`src/rtl/serial_parity_acc.sv`:
```
// serial_parity_acc: accumulates the parity of a FRAME_BITS-long serial frame.
// A frame begins with start. bit_valid qualifies each data bit. One cycle after
// the frame completes, parity_valid pulses and parity_out updates.
// Optional feature, macro PARITY_CHECK_EN: the frame has one more bit, the
// received parity bit. It is compared against the accumulated parity, and a
// mismatch sets err.
module serial_parity_acc #(
    parameter int FRAME_BITS = 8,
    parameter bit ODD        = 1'b0
) (
    input  logic       clk,
    input  logic       rst_n,
    input  logic       start,
    input  logic       bit_in,
    input  logic       bit_valid,
    output logic       busy,
    output logic       parity_out,
    output logic       parity_valid,
    output logic [5:0] bit_cnt,
    output logic [7:0] frame_cnt,
    output logic       err
);

    typedef enum logic [1:0] {
        IDLE  = 2'd0,
        ACCUM = 2'd1,
        DONE  = 2'd2
`ifdef PARITY_CHECK_EN
        , CHECK = 2'd3
`endif
    } state_t;

    localparam logic [5:0] LAST = 6'(FRAME_BITS - 1);

    state_t state, next_state;
    logic   acc;
    logic   last_bit;
    logic   frame_done;

    // Final data bit accepted. start has priority and discards the bit.
    assign last_bit = (state == ACCUM) && bit_valid && !start && (bit_cnt == LAST);

`ifdef PARITY_CHECK_EN
    assign frame_done = (state == CHECK) && bit_valid && !start;
`else
    assign frame_done = last_bit;
`endif

    // State register
    always_ff @(posedge clk or negedge rst_n) begin
        if (!rst_n) state <= IDLE;
        else        state <= next_state;
    end

    // Next-state logic. From every state, start goes to a freshly cleared ACCUM.
    always_comb begin
        next_state = state;
        case (state)
            IDLE:  if (start) next_state = ACCUM;
            ACCUM: begin
                if (start) next_state = ACCUM;
`ifdef PARITY_CHECK_EN
                else if (last_bit) next_state = CHECK;
`else
                else if (last_bit) next_state = DONE;
`endif
            end
`ifdef PARITY_CHECK_EN
            CHECK: begin
                if (start)          next_state = ACCUM;
                else if (bit_valid) next_state = DONE;
            end
`endif
            DONE:    next_state = start ? ACCUM : IDLE;
            default: next_state = IDLE;
        endcase
    end

    // Moore outputs decoded from state
    always_comb begin
        busy         = 1'b0;
        parity_valid = 1'b0;
        case (state)
            ACCUM: busy = 1'b1;
`ifdef PARITY_CHECK_EN
            CHECK: busy = 1'b1;
`endif
            DONE:  parity_valid = 1'b1;
            default: ;
        endcase
    end

    // Accumulator and bit counter. start clears both in any state; bits count only in ACCUM.
    always_ff @(posedge clk or negedge rst_n) begin
        if (!rst_n) begin
            acc     <= 1'b0;
            bit_cnt <= '0;
        end else if (start) begin
            acc     <= ODD;
            bit_cnt <= '0;
        end else if (state == ACCUM && bit_valid) begin
            acc     <= acc ^ bit_in;
            bit_cnt <= bit_cnt + 6'd1;
        end
    end

    // Result registers load on entry to DONE, so they are valid during the pulse.
    always_ff @(posedge clk or negedge rst_n) begin
        if (!rst_n) begin
            parity_out <= 1'b0;
            frame_cnt  <= '0;
        end else if (frame_done) begin
`ifdef PARITY_CHECK_EN
            parity_out <= acc;
`else
            parity_out <= acc ^ bit_in;
`endif
            frame_cnt  <= frame_cnt + 8'd1;
        end
    end

`ifdef PARITY_CHECK_EN
    // Mismatch flag. It loads from the received parity bit and stays set until the next start.
    always_ff @(posedge clk or negedge rst_n) begin
        if (!rst_n)          err <= 1'b0;
        else if (start)      err <= 1'b0;
        else if (frame_done) err <= bit_in ^ acc;
    end
`else
    assign err = 1'b0;
`endif

endmodule
```
`config.mk`:
```
export PLATFORM = sky130hd
export DESIGN_NAME = serial_parity_acc
export DESIGN_NICKNAME = d
export VERILOG_FILES = /design/src/rtl/serial_parity_acc.sv
export SDC_FILE = /design/constraint.sdc
export NUM_CORES = 1
export LEC_CHECK = 0
export ABC_AREA = 0
export CAP_MARGIN = 40
export CORE_MARGIN = 2
export CORE_UTILIZATION = 35
export CTS_CLUSTER_SIZE = 8
export DETAILED_ROUTE_END_ITERATION = 12
export REMOVE_ABC_BUFFERS = 1
export SKIP_LAST_GASP = 1
export SLEW_MARGIN = 15
export SYNTH_ARGS = -nofsm -noshare
export SYNTH_HDL_FRONTEND = slang
export SYNTH_SLANG_ARGS = --single-unit
```
`constraint.sdc`:
```
create_clock -name clk -period 3 [get_ports clk]
set_input_delay 0.6 -clock clk [delete_from_list [all_inputs] [get_ports clk]]
set_output_delay 0.6 -clock clk [all_outputs]
set_load 0.03 [all_outputs]
```
; Word-level counts from Yosys, hierarchy flattened
; Index checks and enable logic that the tools add are counted.
[word_totals]
reg_bits = 18
input_bits = 5
out_inout_bits = 18
[op_classes]
add_sub_neg = 2
eq_ne = 5
mux = 11
bitwise_logic = 1
reduce_logical = 7
[op_table]
columns = cell, n
row1 = 2-to-1 mux 6 bit, 2
row2 = adder 8 x 1 -> 8 bit (second input constant), 1
row3 = adder 6 x 1 -> 6 bit (second input constant), 1
row4 = equality test 6 x 3 -> 1 bit (second input constant), 1
row5 = 2-to-1 mux 2 bit, 3
row6 = case mux 2 bit (3 select lines), 1
row7 = 2-to-1 mux 1 bit, 5
row8 = logical AND 1 bit, 3
row9 = != test 3 bit (second input constant), 1
row10 = equality test 2 x 1 -> 1 bit (second input constant), 1
row11 = equality test 2 bit (second input constant), 1
row12 = zero test 2 bit, 1
row13 = != test 2 bit (second input constant), 1
row14 = AND reduction 2 bit, 1
row15 = nonzero test 2 bit, 1
row16 = zero test 1 bit, 1
row17 = XOR 1 bit, 1

; Depth between registers and ports, before layout
[depth]
ltp_word = 7
ltp_mapped = 6

; Worst setup path after synthesis
; OpenSTA, ideal clock, no wires.
[synth_timing]
kind = input-to-reg
startpoint = input port start
endpoint = register frame_cnt[4]
setup_ns = 0.135
arrival_ns = 1.866
required_ns = 2.865
slack_ns = 0.999
path_stages = 6
n_path_buf = 2
path_cell_list = buf_6 or4_4 nor3b_4 buf_6 nand4_1 xnor2_1
[synth_via]
elab_chain_cells = 3
[synth_rtl]
columns = element, line_no
row1 = from (decl), 13  ; input logic start,
row2 = zero test 1 bit, 41  ; assign last_bit = (state == ACCUM) && bit_valid && !start && (bit_cnt == LAST);
row3 = logical AND 1 bit (2 in a row), 41
row4 = to (signal assigned), 118  ; frame_cnt <= frame_cnt + 8'd1;
row5 = to (decl), 20  ; output logic [7:0] frame_cnt,
; Every way passes these cells.
; A chain may end at the register's enable or synchronous reset.

; Final worst setup path
[layout_timing]
startpoint = input port start
endpoint = register frame_cnt[1]
; The elaborated chain is that of the path after synthesis.

==> metrics.csv <==
metric,value,unit
timing.critical_path.from_type,input pin,
ys_seq_elements,18,
power.clock.fraction,32.2,%
grt_overflow,0,
starting_density,37.9,%
tritoncts.num_buffers,3,
timing.final.hold_violations,0,
slew_violations,0,
root_cell_of_the_clock_tree,sky130_fd_sc_hd__clkbuf_4,
fmaxAchievable,449,MHz
nets,105,
drt-pass1-iter-count,4,
criticalPathCategory,input pin to flop,
row_count,17,
mappedNetlistArea,855,um2
die_area,0.00285,mm2
port-buffer-count,21,
post-route-period-util,74.3,%
number_of_setup_buffers_added_after_cts,0,
grt_antenna_before_repair,0,
switching_share,24.5,%
synth.distinct_cells,21,
dieHeight,53.4,um
fp.dieW,53.4,um
fillCellCount,240,
dp.cells,121,
timing.max_slew.rel_slack,46.0,%
power.ir.vdd_worst,0.261,mV
worst_clock_skew,6.76,ps
core_area,0.00225,mm2
layout_commonest_cell,sky130_fd_sc_hd__clkdlybuf4s50_1,
htree_levels,1,
post_route_ant_nets,0,
cellLeakagePower,0.503,nW
worstPathArrival,2410,ps
maxCapViolCount,0,
boundaryPins,23,
critical-path-top-delay-family,simple AND/OR/NAND/NOR gates,
most_frequent_cells_in_the_layout,"sky130_fd_sc_hd__clkdlybuf4s50_1, sky130_fd_sc_hd__dfrtp_1, sky130_fd_sc_hd__nor2_1",
power_density,419,mW/mm2
synth.mux.area_fraction,2.49,%
critPathMaxStageDelay,560,ps
cts_resized,0,
ys_seq_area_share,52.7,%
synth-async-reset-ratio,100,%
final_cells,125,
crit_path_max_delay_cell_type,sky130_fd_sc_hd__or4_4,
cts_hold_buf,0,
design_power_total,0.460,mW
drtIter0Drc,9,
grt_busiest_layer,met2,
p_sw,0.113,mW
proportion_of_power_drawn_by_combinational_gates,12.4,%
postRouteWirelength,1590,um
synthesized_area_fraction_occupied_by_and_or_nand_nor_cells,19.8,%
via_per_instance_ratio,4.88,
synth_xor_area_share,14.3,%
synth.yosys.warnings,0,
fin_worst_hold_slack,477,ps
syn_avg_cell_area,11.4,um2
synthesis.instances,75,
grt_pass1_vias,612,
post_route_cells_drive_above_1_share,9.28,%
min_path_type,flop to flop,
critical_path_buf_inv_count,1,
fin_crit,2230,ps
global_route_wire_length_before_repair,2770,um
dp_hpwl,1180,um
post_synth_edffs,0,
worstSetupEndpointType,flop,
totalNegativeSetupSlack,0,ps
drc_violations,0,
routabilityCongestion,0.736,
utilization,48.8,%
synth_compound_area_share,1.76,%
route.detailed.wl_per_inst,12.7,um
worstPathRequired,3180,ps
gr-usage-met3,2.54,%
clkSlewWorstSetupHoldPaths,100,ps
synth_adder_area_share,2.93,%
total_clock_sinks,18,
cts-root-to-sink-buffers,2,
synth_top_flop_cell,sky130_fd_sc_hd__dfrtp_1,
status,completed,
sequentialPowerShare,55.3,%
antennaDiodeCount,0,
crit_fanout,11,
groute.layer.met2.usage,21.4,%
timing_worst_slew_pin_value,807,ps
p_int,0.347,mW
setup-violations-final,0,
largest_net_degree_at_the_start_of_global_routing,19,
path_cells,clkdlybuf4s50_1 > or4_4 > nor3b_4 > mux2_2,
rsz0062_at_grt,false,
synth_top_family_by_area,simple AND/OR/NAND/NOR gates,
grt.met1_usage,17.8,%
clock_tree_from_tritoncts,yes,
gr-usage-all-layers,13.9,%
vias,610,
area_growth_syn_to_layout,28.7,%
worst_skew_pair.late_latency,290,ps
-- state kept, by name, summed over array words and instances, names as in the netlist --
register / count
acc: 1
frame_cnt: 8
bit_cnt: 6
parity_out: 1
state: 2
-- synthesized netlist by cell type, types with 2 or more instances --
library cell | number | area, um2
sky130_fd_sc_hd__nor2_1 | 10 | 37.5
sky130_fd_sc_hd__ha_1 | 2 | 25.0
sky130_fd_sc_hd__buf_6 | 2 | 22.5
sky130_fd_sc_hd__a21oi_1 | 3 | 15.0
sky130_fd_sc_hd__and3_1 | 3 | 18.8
sky130_fd_sc_hd__xnor2_1 | 8 | 70.1
sky130_fd_sc_hd__dfrtp_1 | 18 | 450
sky130_fd_sc_hd__nand4_1 | 6 | 37.5
sky130_fd_sc_hd__xor2_1 | 6 | 52.6
sky130_fd_sc_hd__nand2_1 | 6 | 22.5
-- layout make-up --
class	instances	area, um2	area share [%]
repair buffers	22	218	19.8
clock buffers	4	36.3	3.30
flip-flops and latches	18	450	41.0
inverters	1	3.75	0.341
multi-input cells	52	357	32.4
well taps	28	35.0	3.19
-- logic make-up (layout without fill, tap and decap cells) --
family	count (synthesis)	count (layout)
AOI/OAI and AO/OA	3	3
xor gates and xnor gates	14	14
adders and majority gates	2	2
buffers and inverters	5	27
DFF	18	18
muxes	2	2
other	1	1
and+or+nand+nor	30	30
-- final timing paths --
check                                to  cells after the start          from  slack (ps)
min in group asynchronous    bit_cnt[0]                      1         rst_n         760
min                        frame_cnt[7]                      1  frame_cnt[7]         480
min reg2reg                frame_cnt[7]                      1  frame_cnt[7]         480
max in group asynchronous  frame_cnt[7]                      1         rst_n        1730
max reg2reg                frame_cnt[1]                      3    bit_cnt[3]        1060
max                        frame_cnt[1]                      4         start         770
-- power by group through the flow --
stage                     Combinational [mW]  Sequential [mW]  Clock, mW
after floorplan                       0.0241            0.266          0
after global placement                0.0573            0.259          0
after detailed placement              0.0580            0.259          0
after CTS                             0.0582            0.255      0.158
after global routing                  0.0626            0.256      0.166
final                                 0.0573            0.255      0.148
-- stage by stage --
stage	instance area (um2)	setup slack (ps)
2_1_floorplan	811	1010
3_3_place_gp	1060	499
3_5_place_dp	1060	464
4_1_cts	1100	789
5_1_grt	1100	723
6_report	1100	772
-- layer usage --
layer | up-vias | part of all wire, %
li1 | 291 | -
met1 | 301 | 45
met3 | 4 | 3.3
met5 | - | 0
met4 | 0 | 2.4
met2 | 14 | 49
Note: power is estimated with default switching activity, not from simulation.
